`config.mk`:
```
export PLATFORM = sky130hd
export DESIGN_NAME = alu_mul_seq
export DESIGN_NICKNAME = d
export VERILOG_FILES = /design/src/rtl/alu_pkg.sv /design/src/rtl/ALU.sv /design/src/rtl/alu_mul_seq.sv
export SDC_FILE = /design/constraint.sdc
export NUM_CORES = 1
export LEC_CHECK = 0
export CAP_MARGIN = 25
export CORE_UTILIZATION = 25
export DETAILED_ROUTE_END_ITERATION = 7
export GPL_TIMING_DRIVEN = 0
export RECOVER_POWER = 100
export SLEW_MARGIN = 25
export SYNTH_ARGS = -nofsm -noshare
export SYNTH_HDL_FRONTEND = slang
export SYNTH_HIERARCHICAL = 1
export SYNTH_SLANG_ARGS = --single-unit
```
`constraint.sdc`:
```
create_clock -name clock -period 6.4 [get_ports clock]
set_input_delay 1.28 -clock clock [delete_from_list [all_inputs] [get_ports clock]]
set_output_delay 1.28 -clock clock [all_outputs]
set_load 0.02 [all_outputs]
```
`src/rtl/alu_pkg.sv`:
```
// ============================================================================
//  Module      : alu_pkg
//  Description : Shared definitions for the sequential Hack-ALU multiplier:
//                6-bit ALU control words {zx,nx,zy,ny,f,no}, the 2-bit FSM
//                state encoding and datapath widths.
//  Revision    : 1.0 - initial release
// ============================================================================
`default_nettype none

package alu_pkg;

  localparam int C_WIDTH     = 16;
  localparam int C_CNT_WIDTH = 4;

  // ALU control word, ordered {zx, nx, zy, ny, f, no}
  typedef logic [5:0] alu_ctrl_t;

  localparam alu_ctrl_t c_alu_add  = 6'b000010;  // out = x + y
  localparam alu_ctrl_t c_alu_zero = 6'b101010;  // out = 0

  typedef enum logic [1:0] {
    ST_IDLE = 2'd0,
    ST_ADD  = 2'd1,
    ST_DBL  = 2'd2,
    ST_DONE = 2'd3
  } state_t;

endpackage : alu_pkg

`default_nettype wire

```
`src/rtl/ALU.sv`:
```
// ============================================================================
//  Module      : ALU
//  Description : Combinational 16-bit Hack ALU.
//  Ports       : x, y              - 16-bit operands
//                zx,nx,zy,ny,f,no  - Hack control bits
//                out               - 16-bit result
//  Revision    : 1.0 - initial release
// ============================================================================
`default_nettype none

module ALU
  import alu_pkg::*;
(
  input  logic [C_WIDTH-1:0] x,
  input  logic [C_WIDTH-1:0] y,
  input  logic               zx,
  input  logic               nx,
  input  logic               zy,
  input  logic               ny,
  input  logic               f,
  input  logic               no,
  output logic [C_WIDTH-1:0] out
);

  logic [C_WIDTH-1:0] w_x0;
  logic [C_WIDTH-1:0] w_x1;
  logic [C_WIDTH-1:0] w_y0;
  logic [C_WIDTH-1:0] w_y1;
  logic [C_WIDTH-1:0] w_fn;

  always_comb begin
    w_x0 = zx ? '0 : x;
    w_x1 = nx ? ~w_x0 : w_x0;
    w_y0 = zy ? '0 : y;
    w_y1 = ny ? ~w_y0 : w_y0;
    w_fn = f ? (w_x1 + w_y1) : (w_x1 & w_y1);
    out  = no ? ~w_fn : w_fn;
  end

endmodule : ALU

`default_nettype wire

```
`src/rtl/alu_mul_seq.sv`:
```
// ============================================================================
//  Module      : alu_mul_seq
//  Description : 16x16 -> 16 (low half) shift-and-add multiplier that does all
//                of its arithmetic through one shared Hack ALU. Each multiplier
//                bit costs two cycles: ADD (acc += mcand when the bit is set)
//                and DBL (mcand += mcand, mplier >>= 1).
//  Ports       : clock   - rising-edge clock
//                reset   - asynchronous active-high reset
//                start   - request pulse, sampled only in IDLE
//                a, b    - signed multiplicand / multiplier
//                busy    - high outside IDLE
//                done    - one-cycle pulse in DONE
//                product - low 16 bits of a*b, updated on leaving DONE
//                zr, ng  - product == 0 / product sign bit
//  Config      : MUL_EARLY_EXIT_EN - when defined, finish as soon as the
//                remaining multiplier bits are all zero.
//  Revision    : 1.0 - initial release
// ============================================================================
`default_nettype none

module alu_mul_seq
  import alu_pkg::*;
(
  input  logic               clock,
  input  logic               reset,
  input  logic               start,
  input  logic [C_WIDTH-1:0] a,
  input  logic [C_WIDTH-1:0] b,
  output logic               busy,
  output logic               done,
  output logic [C_WIDTH-1:0] product,
  output logic               zr,
  output logic               ng
);

  state_t                 r_state;
  state_t                 w_state_nxt;
  logic [C_WIDTH-1:0]     r_acc;
  logic [C_WIDTH-1:0]     r_mcand;
  logic [C_WIDTH-1:0]     r_mplier;
  logic [C_CNT_WIDTH-1:0] r_cnt;
  logic [C_WIDTH-1:0]     r_product;

  alu_ctrl_t              w_ctrl;
  logic [C_WIDTH-1:0]     w_alu_x;
  logic [C_WIDTH-1:0]     w_alu_out;
  logic                   w_last_iter;

  // Last iteration: fixed count, or (optionally) nothing left to add.
`ifdef MUL_EARLY_EXIT_EN
  assign w_last_iter = (r_cnt == 4'd15) || (r_mplier[C_WIDTH-1:1] == '0);
`else
  assign w_last_iter = (r_cnt == 4'd15);
`endif

  // --------------------------------------------------------------------------
  // FSM state register
  // --------------------------------------------------------------------------
  always_ff @(posedge clock or posedge reset) begin
    if (reset) begin
      r_state <= ST_IDLE;
    end else begin
      r_state <= w_state_nxt;
    end
  end

  // --------------------------------------------------------------------------
  // Next state and ALU steering
  // --------------------------------------------------------------------------
  always_comb begin
    w_state_nxt = r_state;
    w_ctrl      = c_alu_zero;
    w_alu_x     = r_acc;
    unique case (r_state)
      ST_IDLE: begin
        if (start) w_state_nxt = ST_ADD;
      end
      ST_ADD: begin
        w_ctrl      = c_alu_add;
        w_state_nxt = ST_DBL;
      end
      ST_DBL: begin
        // Doubling the multiplicand: both ALU inputs see mcand.
        w_ctrl      = c_alu_add;
        w_alu_x     = r_mcand;
        w_state_nxt = w_last_iter ? ST_DONE : ST_ADD;
      end
      ST_DONE: begin
        w_state_nxt = ST_IDLE;
      end
      default: begin
        w_state_nxt = ST_IDLE;
      end
    endcase
  end

  ALU u_alu (
    .x   (w_alu_x),
    .y   (r_mcand),
    .zx  (w_ctrl[5]),
    .nx  (w_ctrl[4]),
    .zy  (w_ctrl[3]),
    .ny  (w_ctrl[2]),
    .f   (w_ctrl[1]),
    .no  (w_ctrl[0]),
    .out (w_alu_out)
  );

  // --------------------------------------------------------------------------
  // Datapath registers
  // --------------------------------------------------------------------------
  always_ff @(posedge clock or posedge reset) begin
    if (reset) begin
      r_acc     <= '0;
      r_mcand   <= '0;
      r_mplier  <= '0;
      r_cnt     <= '0;
      r_product <= '0;
    end else begin
      unique case (r_state)
        ST_IDLE: begin
          if (start) begin
            r_mcand  <= a;
            r_mplier <= b;
            r_acc    <= '0;
            r_cnt    <= '0;
          end
        end
        ST_ADD: begin
          if (r_mplier[0]) r_acc <= w_alu_out;
        end
        ST_DBL: begin
          r_mcand  <= w_alu_out;
          r_mplier <= {1'b0, r_mplier[C_WIDTH-1:1]};
          r_cnt    <= r_cnt + 4'd1;
        end
        ST_DONE: begin
          r_product <= r_acc;
        end
        default: begin
        end
      endcase
    end
  end

  assign busy    = (r_state != ST_IDLE);
  assign done    = (r_state == ST_DONE);
  assign product = r_product;
  assign zr      = (r_product == '0);
  assign ng      = r_product[C_WIDTH-1];

endmodule : alu_mul_seq

`default_nettype wire

```
# Yosys cells after proc, flatten, opt, wreduce, memory -nomap -nowiden
# Cells that the tools add are included.
# op_classes
n_eq_ne	6
muxes	20
addsub	2
reduce_logical	8
n_bitwise	4
# ops
op	count
16-bit 2-to-1 mux	11
16-bit case mux with 2 select lines	3
16-bit inverter	3
16-bit adder	1
16-bit bitwise AND	1
16-bit logical NOT	1
2-bit case mux with 4 select lines	1
4-bit case mux with 2 select lines	1
6-bit 2-to-1 mux	1
2-bit nonzero test	3
4-bit by 1-bit adder with 4-bit output (second input constant)	1
2-bit equality test (second input constant)	2
4-bit equality test (second input constant)	1
2-bit 2-to-1 mux	2
4-bit 2-to-1 mux	1
2-bit inequality test (second input constant)	2
3-bit AND reduction	1
2-bit by 1-bit equality test with 1-bit output (second input constant)	1
2-bit logical NOT	1
2-bit AND reduction	1
2-bit OR reduction	1
# word_totals
out_inout_bits	20
wordCells	46
in_bits	35
register_bits	70

# Logic depth before layout (Yosys ltp)
# depth
ltp_word	12
ltp_mapped	17
mapped_depth_nobuf	15

# Modules after synthesis
# The synthesis kept the hierarchy.
# modules_own_cells
mod	seq_area_each_um2	area_each_um2	n_inst	cells_each
alu_mul_seq	1751.7	3305.7	1	276
ALU	0.0	1750.4	1	239

# Worst setup path before layout
# Ideal clock, no wire load.
# synth_path
path_kind	register to register
startpoint	reg r_state[0]
endpoint	reg r_mcand[14]
setup_slack_ns	2.661
path_stages_with_launch	18
setup_time_ns	0.126
t_required_ns	6.274
arrival_ns	3.612
synth_period_minus_slack_ns	3.739
path_buffers	2
path_cell_list	dfrtp_1 -> inv_1 -> ha_1 -> buf_4 -> buf_2 -> mux2_2 -> nand2b_1 -> xnor2_1 -> ha_1 -> fa_1 -> a21o_2 -> a221oi_2 -> a2bb2oi_1 -> nor3_1 -> nor4_1 -> o311ai_0 -> mux2i_1 -> o21ai_0
# synth_between
elab_cells_between_ends	21
classes_between	add/sub (1); eq/ne (3); mux (9); bitwise (4); reduce/logical (4)
# synth_lines
element	line	text
from (decl)	alu_mul_seq.sv:36	state_t r_state;
from (signal assigned)	alu_mul_seq.sv:63	r_state <= w_state_nxt;
2-bit equality test *	alu_mul_seq.sv:74	unique case (r_state)
16-bit 2-to-1 mux *	alu_mul_seq.sv:74	
via w_alu_x[0]	alu_mul_seq.sv:45	logic [C_WIDTH-1:0] w_alu_x;
16-bit 2-to-1 mux *	ALU.sv:32	w_x0 = zx ? '0 : x;
16-bit inverter	ALU.sv:33	w_x1 = nx ? ~w_x0 : w_x0;
16-bit 2-to-1 mux *	ALU.sv:33	
16-bit adder *	ALU.sv:36	w_fn = f ? (w_x1 + w_y1) : (w_x1 & w_y1);
16-bit 2-to-1 mux *	ALU.sv:36	
16-bit inverter	ALU.sv:37	out = no ? ~w_fn : w_fn;
16-bit 2-to-1 mux *	ALU.sv:37	
via w_alu_out[14]	alu_mul_seq.sv:46	logic [C_WIDTH-1:0] w_alu_out;
16-bit case mux with 2 select lines *	alu_mul_seq.sv:120	unique case (r_state)
to (signal assigned)	alu_mul_seq.sv:133	r_mcand <= w_alu_out;
to (decl)	alu_mul_seq.sv:39	logic [C_WIDTH-1:0] r_mcand;
# The timed path passes the listed nets; every way through them passes the cells marked *.
# A chain may end at the register's enable or synchronous reset.

# Worst setup path after layout
# layout_path
startpoint	reg r_state[0]
endpoint	reg r_mcand[14]
# layout_between
elab_chain_len	11
elab_cells_between_ends	21
classes_between	add/sub (1); eq/ne (3); mux (9); bitwise (4); reduce/logical (4)
# layout_lines
element	line	text
2-bit equality test / 2-bit by 1-bit equality test with 1-bit output (equally long branches)	alu_mul_seq.sv:74	
2-bit OR reduction (no source line) *	-	
6-bit 2-to-1 mux *	alu_mul_seq.sv:74	
via w_ctrl[3]	alu_mul_seq.sv:44	alu_ctrl_t w_ctrl;
16-bit 2-to-1 mux *	ALU.sv:34	w_y0 = zy ? '0 : y;
16-bit inverter	ALU.sv:35	w_y1 = ny ? ~w_y0 : w_y0;
16-bit 2-to-1 mux *	ALU.sv:35	
16-bit adder / 16-bit bitwise AND (equally long branches)	ALU.sv:36	
16-bit 2-to-1 mux *	ALU.sv:36	
16-bit inverter	ALU.sv:37	
16-bit 2-to-1 mux *	ALU.sv:37	
via w_alu_out[14]	alu_mul_seq.sv:46	
16-bit case mux with 2 select lines *	alu_mul_seq.sv:120	
# Marked as above.

==> metrics.md <==
| Metric | Value |
|---|---|
| Slew Limit Fails | 51 |
| Arrival @ worst endpoint | 4.89 ns |
| Die Span X | 144 um |
| Final core utilization | 31.6% |
| Setup-failing EPs final | 0 |
| Number of port buffers | 54 |
| Leak Pwr | 2.64 nW |
| Synth area leader | dfrtp_1 |
| Share of the synthesized area in the top cell type | 34.6% |
| Largest net degree at the start of global routing | 51 |
| Clock latency on the worst-skew pair | 0.33 ns |
| Dpl hpwl | 10000 um |
| Full die area | 20800 um2 |
| Worst-Margin Slew | 2.67 ns |
| Final critical-path required period | 4.70 ns |
| Share of post-route cells with drive strength above 1 | 13.0% |
| I/O Pins | 55 |
| First-pass GRT wire length | 21200 um |
| Synth warn | 6 |
| EDFF count, synth | 0 |
| Post_cts resized | 0 |
| Post-synthesis cell area | 5060 um2 |
| Max Buffers Root-to-Sink | 2 |
| CTS tree | built |
| CP Class | flop to flop |
| Peak VDD IR | 0.219 mV |
| Avg Cell Area, Syn | 9.82 um2 |
| Critical path peak fanout | 14 |
| Nets | 644 |
| Total power | 0.00375 W |
| Number of CTS-inserted buffers | 9 |
| Most common cell in the synthesized netlist | dfrtp_1 |
| Violated checks | capacitance limit, slew limit |
| Tcrit/Tclk final | 73.4% |
| Status | finished with violations |
| Row cnt | 51 |
| Starting Density | 25.7% |
| Slowest cell delay on critical path | 0.49 ns |
| Synth Instances | 515 |
| Vias | 3967 |
| Slew headroom | -78.0% |
| Die height | 144 um |
| Routed wire length | 12700 um |
| Top cell family by delay on the critical path | compound AO/OA/AOI/OAI gates |
| Clk slew on worst S/H paths | 0.06 ns |
| RSZ-0062 raised after global routing | no |
| Worst R2R Setup Slack | 1.70 ns |
| Synthesis-stage register bit count | 70 |
| Buf+Inv Stages, Crit Path | 3 |
| Final hold violation count | 0 |
| Initial antenna violation count | 0 |
| Vias per cell | 4.63 |
| Hold-fix buffers, CTS | 0 |
| Gr usage total | 13.3% |
| DRT Pass-1 Iters | 4 |
| Post-route DRC | 0 |
| Ant. Diodes | 0 |
| RD Place Congestion | 0.807 |
| Core area | 19700 um2 |
| CTS Sinks | 70 |
| Post-CTS setup buffer count | 0 |
| Critical Path Slowest Stage Cell | a221oi_1 |
| CP startpoint kind | flop |
| Most frequent cells after synthesis | 70 x dfrtp_1, 51 x xnor2_1, 45 x nand2_1 |
| Initial DRC Count | 208 |
| Crit path capture type | flop |
| Setup TNS | 0 ns |
| Synth top area cells | dfrtp_1 35%, xnor2_1 8.8%, mux2i_1 8.3% |
| HP Class | flop to flop |
| CTS H-tree depth | 3 |
| Total power per unit cell area | 604 nW/um2 |
| Number of distinct library cells after synthesis | 59 |
| Max-cap violations | 1 |
| Worst path cell trace | inv_1 -> ha_1 -> inv_1 -> clkbuf_1 -> nand2b_1 -> xnor2_1 -> ha_1 -> fa_1 -> a21o_2 -> a221oi_1 -> a2bb2oi_1 -> nor3_1 -> nor4_1 -> o311ai_0 -> mux2i_1 -> o21ai_0 |
| Share of synthesized registers carrying an async set or reset | 100% |
| Post-route ant nets | 0 |
| Aggregate global routing overflow | 0 |
| Main flop type after synthesis | dfrtp_1 |
| Vias in the first global route | 4107 |
| Mean routed wirelength per cell | 14.9 um |
| Sequential area share after synthesis | 34.6% |
| Root buffer cell | clkbuf_16 |
| Peak Freq | 213 MHz |
| Area Overhead vs Synth | 22.9% |
| Req. time, crit path | 6.59 ns |
| Max Clock Skew | 0.00494 ns |
-- kinds of logic after synthesis --
kind of cell / share of synthesized area (%)
AO/OA/AOI/OAI: 13.8
XOR/XNOR: 9.35
adder cells (fa/ha/maj): 5.84
buffers and inverters: 5.25
flip-flops: 34.6
multiplexers: 16.1
other: 0.149
AND/OR/NAND/NOR: 14.9
-- power by group --
| group | internal (W) | switching, W |
|---|---|---|
| registers | 0.000627 | 0.000136 |
| clock network | 0.000334 | 0.000192 |
| logic | 0.00110 | 0.00136 |
-- metal layers --
metal | up-vias | routed length [um] | global-route usage [%]
met4 | 0 | 138 | 2.83
met5 | - | 0 | 0
li1 | 1948 | - | -
met2 | 76 | 5410 | 20.2
met3 | 13 | 513 | 2.55
met1 | 1930 | 6690 | 19.4
-- metrics by stage --
stage / worst slack (ns) / cells / hold slack, ns / area (um2)
final: 1.70 / 856 / 0.483 / 6210
after global routing: 1.06 / 856 / 0.513 / 6210
after CTS: 1.88 / 856 / 0.491 / 6300
after detailed placement: 1.91 / 840 / 0.479 / 5980
after global placement: 1.92 / 839 / 0.469 / 5950
after floorplan: 2.66 / 520 / 0.450 / 5070
-- registers in the layout (all words and copies together) (netlist names) --
signal / count
r_mplier: 16
r_state: 2
product: 16
r_cnt: 4
r_acc: 16
r_mcand: 16
-- worst paths after layout --
kind / startpoint / endpoint / cells past startpoint
min: r_mplier[11] / r_mplier[11] / 2
max in group asynchronous: reset / r_mplier[11] / 3
max reg2reg: r_state[0] / r_mcand[14] / 16
max: r_state[0] / r_mcand[14] / 16
min in group asynchronous: reset / r_acc[14] / 2
min reg2reg: r_mplier[11] / r_mplier[11] / 2
-- tightest hold or removal path: stages, from the launching register on --
cell and delay [ns]:
dfrtp_1 0.34, nand2_1 0.04, o21ai_0 0.06
-- final cells by class --
cell class | count | area (um2)
plain buffers | 35 | 198
clock buffers | 12 | 267
clock inverters | 4 | 53.8
fillers | 2135 | 13400
inverters | 10 | 38.8
multi-input cells | 405 | 3030
flip-flops and latches | 70 | 1750
well taps | 265 | 332
repair buffers | 55 | 544
-- cells in the final DEF (no fill, tap or decap), drive strengths merged, types with 3 or more instances in the layout --
cell and instances:
dfrtp 70, nor2 12, o21ai 45, nand3 9, nor2b 4, nor4 5
inv 9, ha 22, mux2i 43, xor2 3, a21o 4, xnor2 51
nand2 46, nand2b 37, clkinvlp 3, and4 3, a22o 16, mux2 33
clkbuf 35, clkdlybuf4s50 32, a31oi 6, buf 13, o211ai 3, nor3 4
conb 7, and3 5, a21oi 18, dlygate4sd3 22, nor3b 4
(Power assumes the default switching activity.)
